## src/rtl/imem_loader_pkg.sv

```systemverilog
// Shared types and constants for the instruction-memory boot loader.
package imem_loader_pkg;

  localparam int LEN_W = 16;

  typedef enum logic [2:0] {
    IDLE,
    LEN_LO,
    LEN_HI,
    DATA,
    CSUM,
    DONE,
    ERR
  } state_t;

  localparam logic [1:0] ERR_NONE = 2'b00;
  localparam logic [1:0] ERR_LEN  = 2'b01;
  localparam logic [1:0] ERR_CSUM = 2'b10;

endpackage

```

## src/rtl/imem_loader.sv

```systemverilog
// Boot-time instruction memory loader: receives a length-framed byte stream,
// packs payload bytes into little-endian words, writes them out and releases
// the core once the trailing checksum matches.
//
// state  | meaning
// IDLE   | after reset, core held, waiting for start
// LEN_LO | waiting for length header low byte
// LEN_HI | waiting for length header high byte, then validate length
// DATA   | consuming payload bytes, one memory write per 4 bytes
// CSUM   | waiting for checksum byte
// DONE   | load good, core released
// ERR    | load aborted, err_code holds the reason
module imem_loader
  import imem_loader_pkg::*;
#(
  parameter int MEM_BYTES = 128,
  parameter int AW        = 32
) (
  input  logic          clk,
  input  logic          reset,
  input  logic          start,
  input  logic          in_valid,
  input  logic [7:0]    in_data,
  output logic          in_ready,
  output logic          we,
  output logic [AW-1:0] wa,
  output logic [31:0]   wd,
  output logic          core_hold,
  output logic          done,
  output logic          err,
  output logic [1:0]    err_code
);

  localparam logic [LEN_W-1:0] MAX_LEN = LEN_W'(MEM_BYTES);

  state_t           state, state_nxt;
  logic [LEN_W-1:0] len;
  logic [LEN_W-1:0] count;
  logic [7:0]       sum;
  // Lanes 0..2 of the word being assembled; lane 3 goes straight into wd
  // together with these on the completing byte.
  logic [23:0]      pack;

  logic             xfer;
  logic [LEN_W-1:0] len_full;
  logic             len_bad;

  assign xfer     = in_valid && in_ready;
  assign len_full = {in_data, len[7:0]};
  assign len_bad  = (len_full == '0) || (len_full[1:0] != 2'b00) || (len_full > MAX_LEN);

  // Status outputs are pure functions of the state.
  always_comb begin
    in_ready  = (state == LEN_LO) || (state == LEN_HI) || (state == DATA) || (state == CSUM);
    done      = (state == DONE);
    err       = (state == ERR);
    core_hold = (state != DONE);
  end

  // State register.
  always_ff @(posedge clk or posedge reset) begin
    if (reset) state <= IDLE;
    else       state <= state_nxt;
  end

  // Next-state logic.
  always_comb begin
    state_nxt = state;
    case (state)
      IDLE, DONE, ERR: if (start) state_nxt = LEN_LO;
      LEN_LO:          if (xfer) state_nxt = LEN_HI;
      LEN_HI:          if (xfer) state_nxt = len_bad ? ERR : DATA;
      DATA:            if (xfer && (count == len - LEN_W'(1))) state_nxt = CSUM;
      CSUM:            if (xfer) state_nxt = (in_data == sum) ? DONE : ERR;
      default:         state_nxt = IDLE;
    endcase
  end

  // Header capture, payload packing, checksum accumulation and write port.
  always_ff @(posedge clk or posedge reset) begin
    if (reset) begin
      len      <= '0;
      count    <= '0;
      sum      <= '0;
      pack     <= '0;
      we       <= 1'b0;
      wa       <= '0;
      wd       <= '0;
      err_code <= ERR_NONE;
    end else begin
      we <= 1'b0;
      case (state)
        IDLE, DONE, ERR: if (start) err_code <= ERR_NONE;
        LEN_LO: if (xfer) len[7:0] <= in_data;
        LEN_HI: if (xfer) begin
          len[15:8] <= in_data;
          count     <= '0;
          sum       <= '0;
          if (len_bad) err_code <= ERR_LEN;
        end
        DATA: if (xfer) begin
          sum   <= sum + in_data;
          count <= count + LEN_W'(1);
          case (count[1:0])
            2'd0: pack[7:0]   <= in_data;
            2'd1: pack[15:8]  <= in_data;
            2'd2: pack[23:16] <= in_data;
            default: begin
              we <= 1'b1;
              wa <= AW'({count[LEN_W-1:2], 2'b00});
              wd <= {in_data, pack};
            end
          endcase
        end
        CSUM: if (xfer && (in_data != sum)) err_code <= ERR_CSUM;
        default: ;
      endcase
    end
  end

endmodule

```

## config.mk

```make
export PLATFORM = sky130hd
export DESIGN_NAME = imem_loader
export DESIGN_NICKNAME = d
export VERILOG_FILES = /design/src/rtl/imem_loader_pkg.sv /design/src/rtl/imem_loader.sv
export SDC_FILE = /design/constraint.sdc
export NUM_CORES = 1
export LEC_CHECK = 0
export BUFFER_PORTS_ARGS = -buffer_cell sky130_fd_sc_hd__buf_2
export CELL_PAD_IN_SITES_DETAIL_PLACEMENT = 1
export CELL_PAD_IN_SITES_GLOBAL_PLACEMENT = 1
export CORE_MARGIN = 4
export CORE_UTILIZATION = 46
export DETAILED_ROUTE_END_ITERATION = 6
export PLACE_DENSITY_LB_ADDON = 0.1
export SLEW_MARGIN = 15
export SYNTH_ARGS = -nofsm -noshare
export SYNTH_HDL_FRONTEND = slang
export SYNTH_SLANG_ARGS = --single-unit
export TNS_END_PERCENT = 1
```

## constraint.sdc

```tcl
create_clock -name clk -period 4.89 [get_ports clk]
set_clock_uncertainty 0.15 [all_clocks]
set_input_delay 1.2225 -clock clk [delete_from_list [all_inputs] [get_ports clk]]
set_output_delay 1.2225 -clock clk [all_outputs]
set_load 0.02 [all_outputs]
```

==> results.txt, run 1 <==
Number of flops mapped to enable cells by yosys: 0
First-pass GRT wire length: 23.1 mm
IO Count: 83
Routed Wire Length: 13.8 mm
Final Slew Violations: 0
Die Wd: 120 um
RD Place Congestion: 0.769
IR Drop Worst-Case VDD: 0.320 mV
Routed len/inst: 18.6 um
Area grow syn2layout: 17.1%
Data arrival time of the worst path: 1.80 ns
PortBufs: 64
Worst Tran Pin Value: 0.920 ns
CP Capture Type: output pin
Fin area: 6790 um^2
Setup Buffers After CTS: 0
YS warnings: 0
Die Area: 14500 um^2
Clock sinks: 116
Most frequent cell after synthesis: dfrtp_1
CTS root buffer: clkbuf_16
Post-route setup TNS: 0 ns
All-layer global routing usage: 20.6%
Max-Cap Viols: 0
Main synth FF type: dfrtp_1
Leak: 3.34 nW
Post-layout nets: 589
Startpoint Class: flip-flop
Synthesized area: 5800 um^2
Post-synth top area share: 50.1%
CTS Buf Count: 17
Final setup violation count: 0
Std cell rows: 40
Antenna-violating nets left: 0
Post-synthesis cell count: 497
Clock period minus worst slack: 3.17 ns
Final Hold Viols: 0
Fillers: 1317
DR pass1 iterations: 4
Post-DP Area: 6200 um^2
CP Class: reg -> out
CP max FO: 14
Initial antenna violation count: 0
Mean post-synth cell area: 11.7 um^2
Initial core utilization: 47.7%
# hold bufs at CTS: 0
Clk buf depth: 2
GRT overflow: 0
#FFs+latches synth: 116
Ant diodes: 0
Hpwl dp: 9.40 mm
Ys async rst share: 100%
Top achievable clock speed: 0.316 GHz
Routed via count: 4024
Top post-synthesis cells by area: dfrtp_1 (50%), mux2_2 (9.9%), mux2_1 (6.4%)
Number of global-route vias before repair: 4334
Pwr Total: 0.00427 W
Via/cell ratio: 5.42
TritonCTS clock tree: built
Worst-Skew Late Latency: 0.41 ns
Area leader, netlist: dfrtp_1
Final period util: 64.8%
DRT iter0 DRCs: 139
Top cells by count, synth: dfrtp_1 (116), mux2_2 (51), mux2_1 (33)
Unrepaired setup endpoints after global routing: no
Post-synth cell types: 61
PostCTS Resize Cnt: 0
Number of remaining DRC errors: 0
Hold Path Class: reg -> reg
Post-synthesis sequential area ratio: 50.1%
Core footprint: 12200 um^2
Die Y: 120 um
Pwr/cell area: 629 nW/um^2
Layout cells sized above 1: 26.8%
Worst EP required: 3.52 ns
Status: finished clean
Clk slew on worst S/H paths: 0.05 ns
Rel. slew slack: 38.7%
Largest net degree at the start of global routing: 76
CTS H-tree lvls: 4
area by class of cell:
| type | count | area [um^2] | share of cell area (%) |
|---|---|---|---|
| sequential | 116 | 2900 | 42.8 |
| multi-input combinational | 347 | 2680 | 39.5 |
| clock buffer | 23 | 488 | 7.19 |
| timing repair buffer | 67 | 355 | 5.23 |
| tap | 168 | 210 | 3.10 |
| clock inverter | 8 | 100 | 1.47 |
| inverter | 13 | 51.3 | 0.756 |
metal layers:
layer  global-route usage, %  routed length, um  vias to the layer above
li1                        -                  -                     1856
met1                    25.4               6160                     2054
met2                    34.9               6720                       94
met3                    5.94                668                       20
met4                    6.87                238                        0
met5                       0                  0                        -
path summary, 6_finish.rpt:
path | start | to | slack (ns) | depth (start not counted)
setup / recovery | state[0] | err | 1.72 | 3
hold / removal | pack[9] | wd[9] | 0.33 | 1
setup reg to reg | state[1] | wd[2] | 1.77 | 7
hold reg to reg | pack[9] | wd[9] | 0.33 | 1
max in group asynchronous | reset | pack[0] | 2.99 | 3
min in group asynchronous | reset | wa[10] | 0.87 | 2
sequential cells by signal, indices dropped and copies added (netlist names):
register  count
wa           14
wd           32
state         3
err_code      2
sum           8
we            1
count        16
len          16
pack         24
through the flow:
stage	std cells	utilization [%]	setup WS [ns]	hold WS [ns]
3_5_place_dp	711	51.0	1.37	0.322
6_report	742	55.8	1.72	0.331
2_1_floorplan	514	-	0.445	0.302
3_3_place_gp	711	51.0	1.47	0.311
4_1_cts	742	55.8	1.70	0.334
5_1_grt	742	55.8	1.49	0.355
critical path: stages (launching register included):
cell,delay [ns]
dfrtp_1,0.65
inv_1,0.32
and3_1,0.27
buf_2,0.15
cell families after synthesis:
group	count (synthesis)	synth area share (%)
multiplexers	86	16.7
adder cells (fa/ha/maj)	15	3.37
AND/OR/NAND/NOR	128	11.4
AO/OA/AOI/OAI	57	6.87
flip-flops	116	50.1
XOR/XNOR	43	6.74
other	1	0.0647
buffers and inverters	51	4.79
where the power goes:
part	switching (W)	total, W	internal (W)
clock	0.000426	0.00122	0.000799
combinational	0.000785	0.00143	0.000640
sequential	0.000318	0.00162	0.00130
total	0.00153	0.00427	0.00274
placed cells by master (no fill, tap or decap), types with 4 or more instances in the layout:
master and n:
clkbuf_8 4, conb_1 18, xor2_1 18, nor2_1 29
nand2b_1 6, buf_2 64, or3_1 5, nor4_1 6
o21ai_0 16, clkbuf_16 17, mux2_2 51, mux2_1 33
nand4_1 5, a22o_1 4, nand3_1 10, a21oi_1 8
and3_1 11, dfrtp_1 116, nand2_1 30, inv_1 12
nor3_1 7, ha_1 14, xnor2_1 24
(Power assumes the default switching activity.)
==> inputs of run 2 (changes only) <==
--- a/config.mk
+++ b/config.mk
@@ -5,11 +5,12 @@
 export SDC_FILE = /design/constraint.sdc
 export NUM_CORES = 1
 export LEC_CHECK = 0
+export ABC_AREA = 1
 export BUFFER_PORTS_ARGS = -buffer_cell sky130_fd_sc_hd__buf_2
 export CELL_PAD_IN_SITES_DETAIL_PLACEMENT = 1
 export CELL_PAD_IN_SITES_GLOBAL_PLACEMENT = 1
 export CORE_MARGIN = 4
-export CORE_UTILIZATION = 46
+export CORE_UTILIZATION = 38
 export DETAILED_ROUTE_END_ITERATION = 6
 export PLACE_DENSITY_LB_ADDON = 0.1
 export SLEW_MARGIN = 15
==> constraint.sdc (replaced) <==
create_clock -name clk -period 2.6 [get_ports clk]
set_clock_uncertainty 0.15 [all_clocks]
set_input_delay 0.65 -clock clk [delete_from_list [all_inputs] [get_ports clk]]
set_output_delay 0.65 -clock clk [all_outputs]
set_load 0.02 [all_outputs]
==> results.txt, run 2 <==
Largest net degree at the start of global routing: 117 (+54%)
Main synth FF type: dfrtp_1
Routed len/inst: 16.1 um (-13%)
Worst Tran Pin Value: 0.656 ns (-0.264 ns)
CP Capture Type: output pin
CTS H-tree lvls: 4 (unchanged)
Synthesized area: 5850 um^2 (+0.95%)
Number of remaining DRC errors: 0 (unchanged)
Final Util: 46.1% (-9.7 points)
CP max FO: 6 (-8)
Status: finished clean
Std cell rows: 45 (+13%)
Initial antenna violation count: 0 (unchanged)
Clock period minus worst slack: 2.34 ns
IO Count: 83 (unchanged)
Area grow syn2layout: 19.4%
First-pass GRT wire length: 26.9 mm (+16%)
Reg2Reg Setup Slack: 0.37 ns (-1.40 ns)
Top delay family on crit path: simple AND/OR/NAND/NOR gates
Layout cells sized above 1: 16.1% (-11 points)
CP Class: reg -> out
Core footprint: 15100 um^2 (+25%)
Die Wd: 132 um (+9.8%)
Data arrival time of the worst path: 1.54 ns (-0.26 ns)
RD Place Congestion: 0.889 (+16%)
Worst EP required: 1.80 ns (-1.72 ns)
Most frequent cell after synthesis: nand2_1
Pwr Total: 0.00787 W (+84%)
Final setup violation count: 0 (unchanged)
Grt peak-use layer: met2
Max FFs per register: 32 (unchanged)
Top flop regs: wd (32), pack (24)
Worst-path cell chain: nor2_1, nand2_1, nand4_2, buf_2
Max stage delay on crit path: 0.47 ns (-0.18 ns)
Hpwl dp: 11.8 mm (+25%)
Post-synth top area share: 49.6% (-0.47 points)
Clock sinks: 116 (unchanged)
Post-synthesis sequential area ratio: 49.6% (-0.47 points)
PortBufs: 64 (unchanged)
IR Drop Worst-Case VDD: 0.497 mV (+55%)
Post-synthesis cell count: 727 (+46%)
Number of global-route vias before repair: 5106 (+18%)
Routed Wire Length: 16.1 mm (+17%)
Ant diodes: 0 (unchanged)
# hold bufs at CTS: 0 (unchanged)
Pwr/cell area: 1130 nW/um^2 (+79%)
Routed via count: 4984 (+24%)
YS warnings: 0 (unchanged)
Leak: 3.73 nW (+12%)
Max-Cap Viols: 0 (unchanged)
Clk slew on worst S/H paths: 0.06 ns (about the same)
Worst-Skew Late Latency: 0.42 ns (about the same)
Routing usage on met2: 31.0% (-3.8 points)
Commonest non-fill, non-tap cell in the layout: nand2_1
Initial core utilization: 38.6% (-9.0 points)
DR pass1 iterations: 4 (unchanged)
Crit-path slowest cell: dfrtp_1
TritonCTS clock tree: built
Rel. slew slack: 56.3% (+18 points)
PostCTS Resize Cnt: 0 (unchanged)
Clk buf depth: 2 (unchanged)
Area leader, netlist: dfrtp_1
Final Hold Viols: 0 (unchanged)
#FFs+latches synth: 116 (unchanged)
Hold Path Class: in -> async
Ys async rst share: 100% (unchanged)
Largest register by flop count: wd
DRT iter0 DRCs: 223 (+60%)
Setup Buffers After CTS: 0 (unchanged)
Top cells by count, synth: nand2_1 (248), dfrtp_1 (116), o21ai_0 (81)
Post-layout nets: 827 (+40%)
Die Area: 17400 um^2 (+21%)
CTS Buf Count: 17 (unchanged)
Top achievable clock speed: 0.428 GHz
Hold_ws: 0.212 ns (-0.118 ns)
Worst Path Buf+Inv: 1 (-1)
Number of flops mapped to enable cells by yosys: 0 (unchanged)
Antenna-violating nets left: 0 (unchanged)
Top post-synthesis cells by area: dfrtp_1 (50%), nand2_1 (16%), o21ai_0 (6.9%)
GR Util met3: 3.63% (-2.3 points)
Post-route setup TNS: 0 ns (unchanged)
All-layer global routing usage: 19.1% (-1.5 points)
CTS root buffer: clkbuf_16
Startpoint Class: flip-flop
Via/cell ratio: 4.98 (-8.2%)
Unrepaired setup endpoints after global routing: no
Post-synth cell types: 38 (-38%)
Final Slew Violations: 0 (unchanged)
Commonest cells after routing, fill and taps aside: nand2_1 (248), dfrtp_1 (116), o21ai_0 (81), buf_2 (64), inv_1 (61)
Final period util: 89.9%
GRT overflow: 0 (unchanged)
Mean post-synth cell area: 8.05 um^2 (-31%)
Met1 GRT Util: 25.7% (+0.28 points)
Die Y: 132 um (+9.8%)
-- run 2: cell types whose count changed in the layout (fill, tap and decap cells not counted), sizes merged, moves of 4 or more --
cell    delta
and3      -12
buf        +5
inv       +54
mux2      -84
nand2    +227
nand2b     -6
nand3     +12
nand3b     +4
nor2      +33
o21ai     +73
or3        -5
xnor2     -21
xor2       -7
-- run 2: metrics by stage --
stage | std cells | worst slack [ns] | cell area, um^2
2_1_floorplan | 744 | 0.387 | 5920
3_3_place_gp | 969 | 0.207 | 6330
3_5_place_dp | 969 | 0.180 | 6330
4_1_cts | 1001 | 0.262 | 6990
5_1_grt | 1001 | 0.121 | 6990
6_report | 1001 | 0.263 | 6990
-- run 2: worst min-delay path, cell delays in order --
cell and delay, ns:
buf_2 0.11, clkinvlp_4 0.07, buf_12 0.42
-- run 2: cell type report --
class	count	area, um^2
clock buffer	21	460
clock inverter	11	199
fill	1843	8160
inverter	67	255
multi-input combinational	526	2540
sequential	116	2900
tap	188	235
timing repair buffer	72	393
-- run 2: routing by layer --
layer  vias to the layer above  routed length [um]
met5                         -                   0
met4                         0                 238
met3                        20                 526
met2                        87                7660
met1                      2448                7690
li1                       2429                   -
-- run 2: worst paths after layout --
check,startpoint,end,cells after the start
min reg2reg,wd[13],wd[13],2
max reg2reg,len[0],state[0],15
max,state[0],in_ready,4
min in group clk,wd[13],wd[13],2
max in group asynchronous,reset,count[4],3
min,reset,wd[22],3
-- run 2: kinds of logic after synthesis --
kind of cell | synth area share [%]
adder cells (fa/ha/maj) | 3.34
AND/OR/NAND/NOR | 26.9
AO/OA/AOI/OAI | 9.99
XOR/XNOR | 2.10
buffers and inverters | 8.04
flip-flops | 49.6
other | 0.0641
-- run 2: power breakdown --
group          switching (W)  leakage, nW  internal (W)
clock network       0.000856        0.310       0.00176
registers           0.000438         1.56       0.00229
logic                0.00167         1.85      0.000855
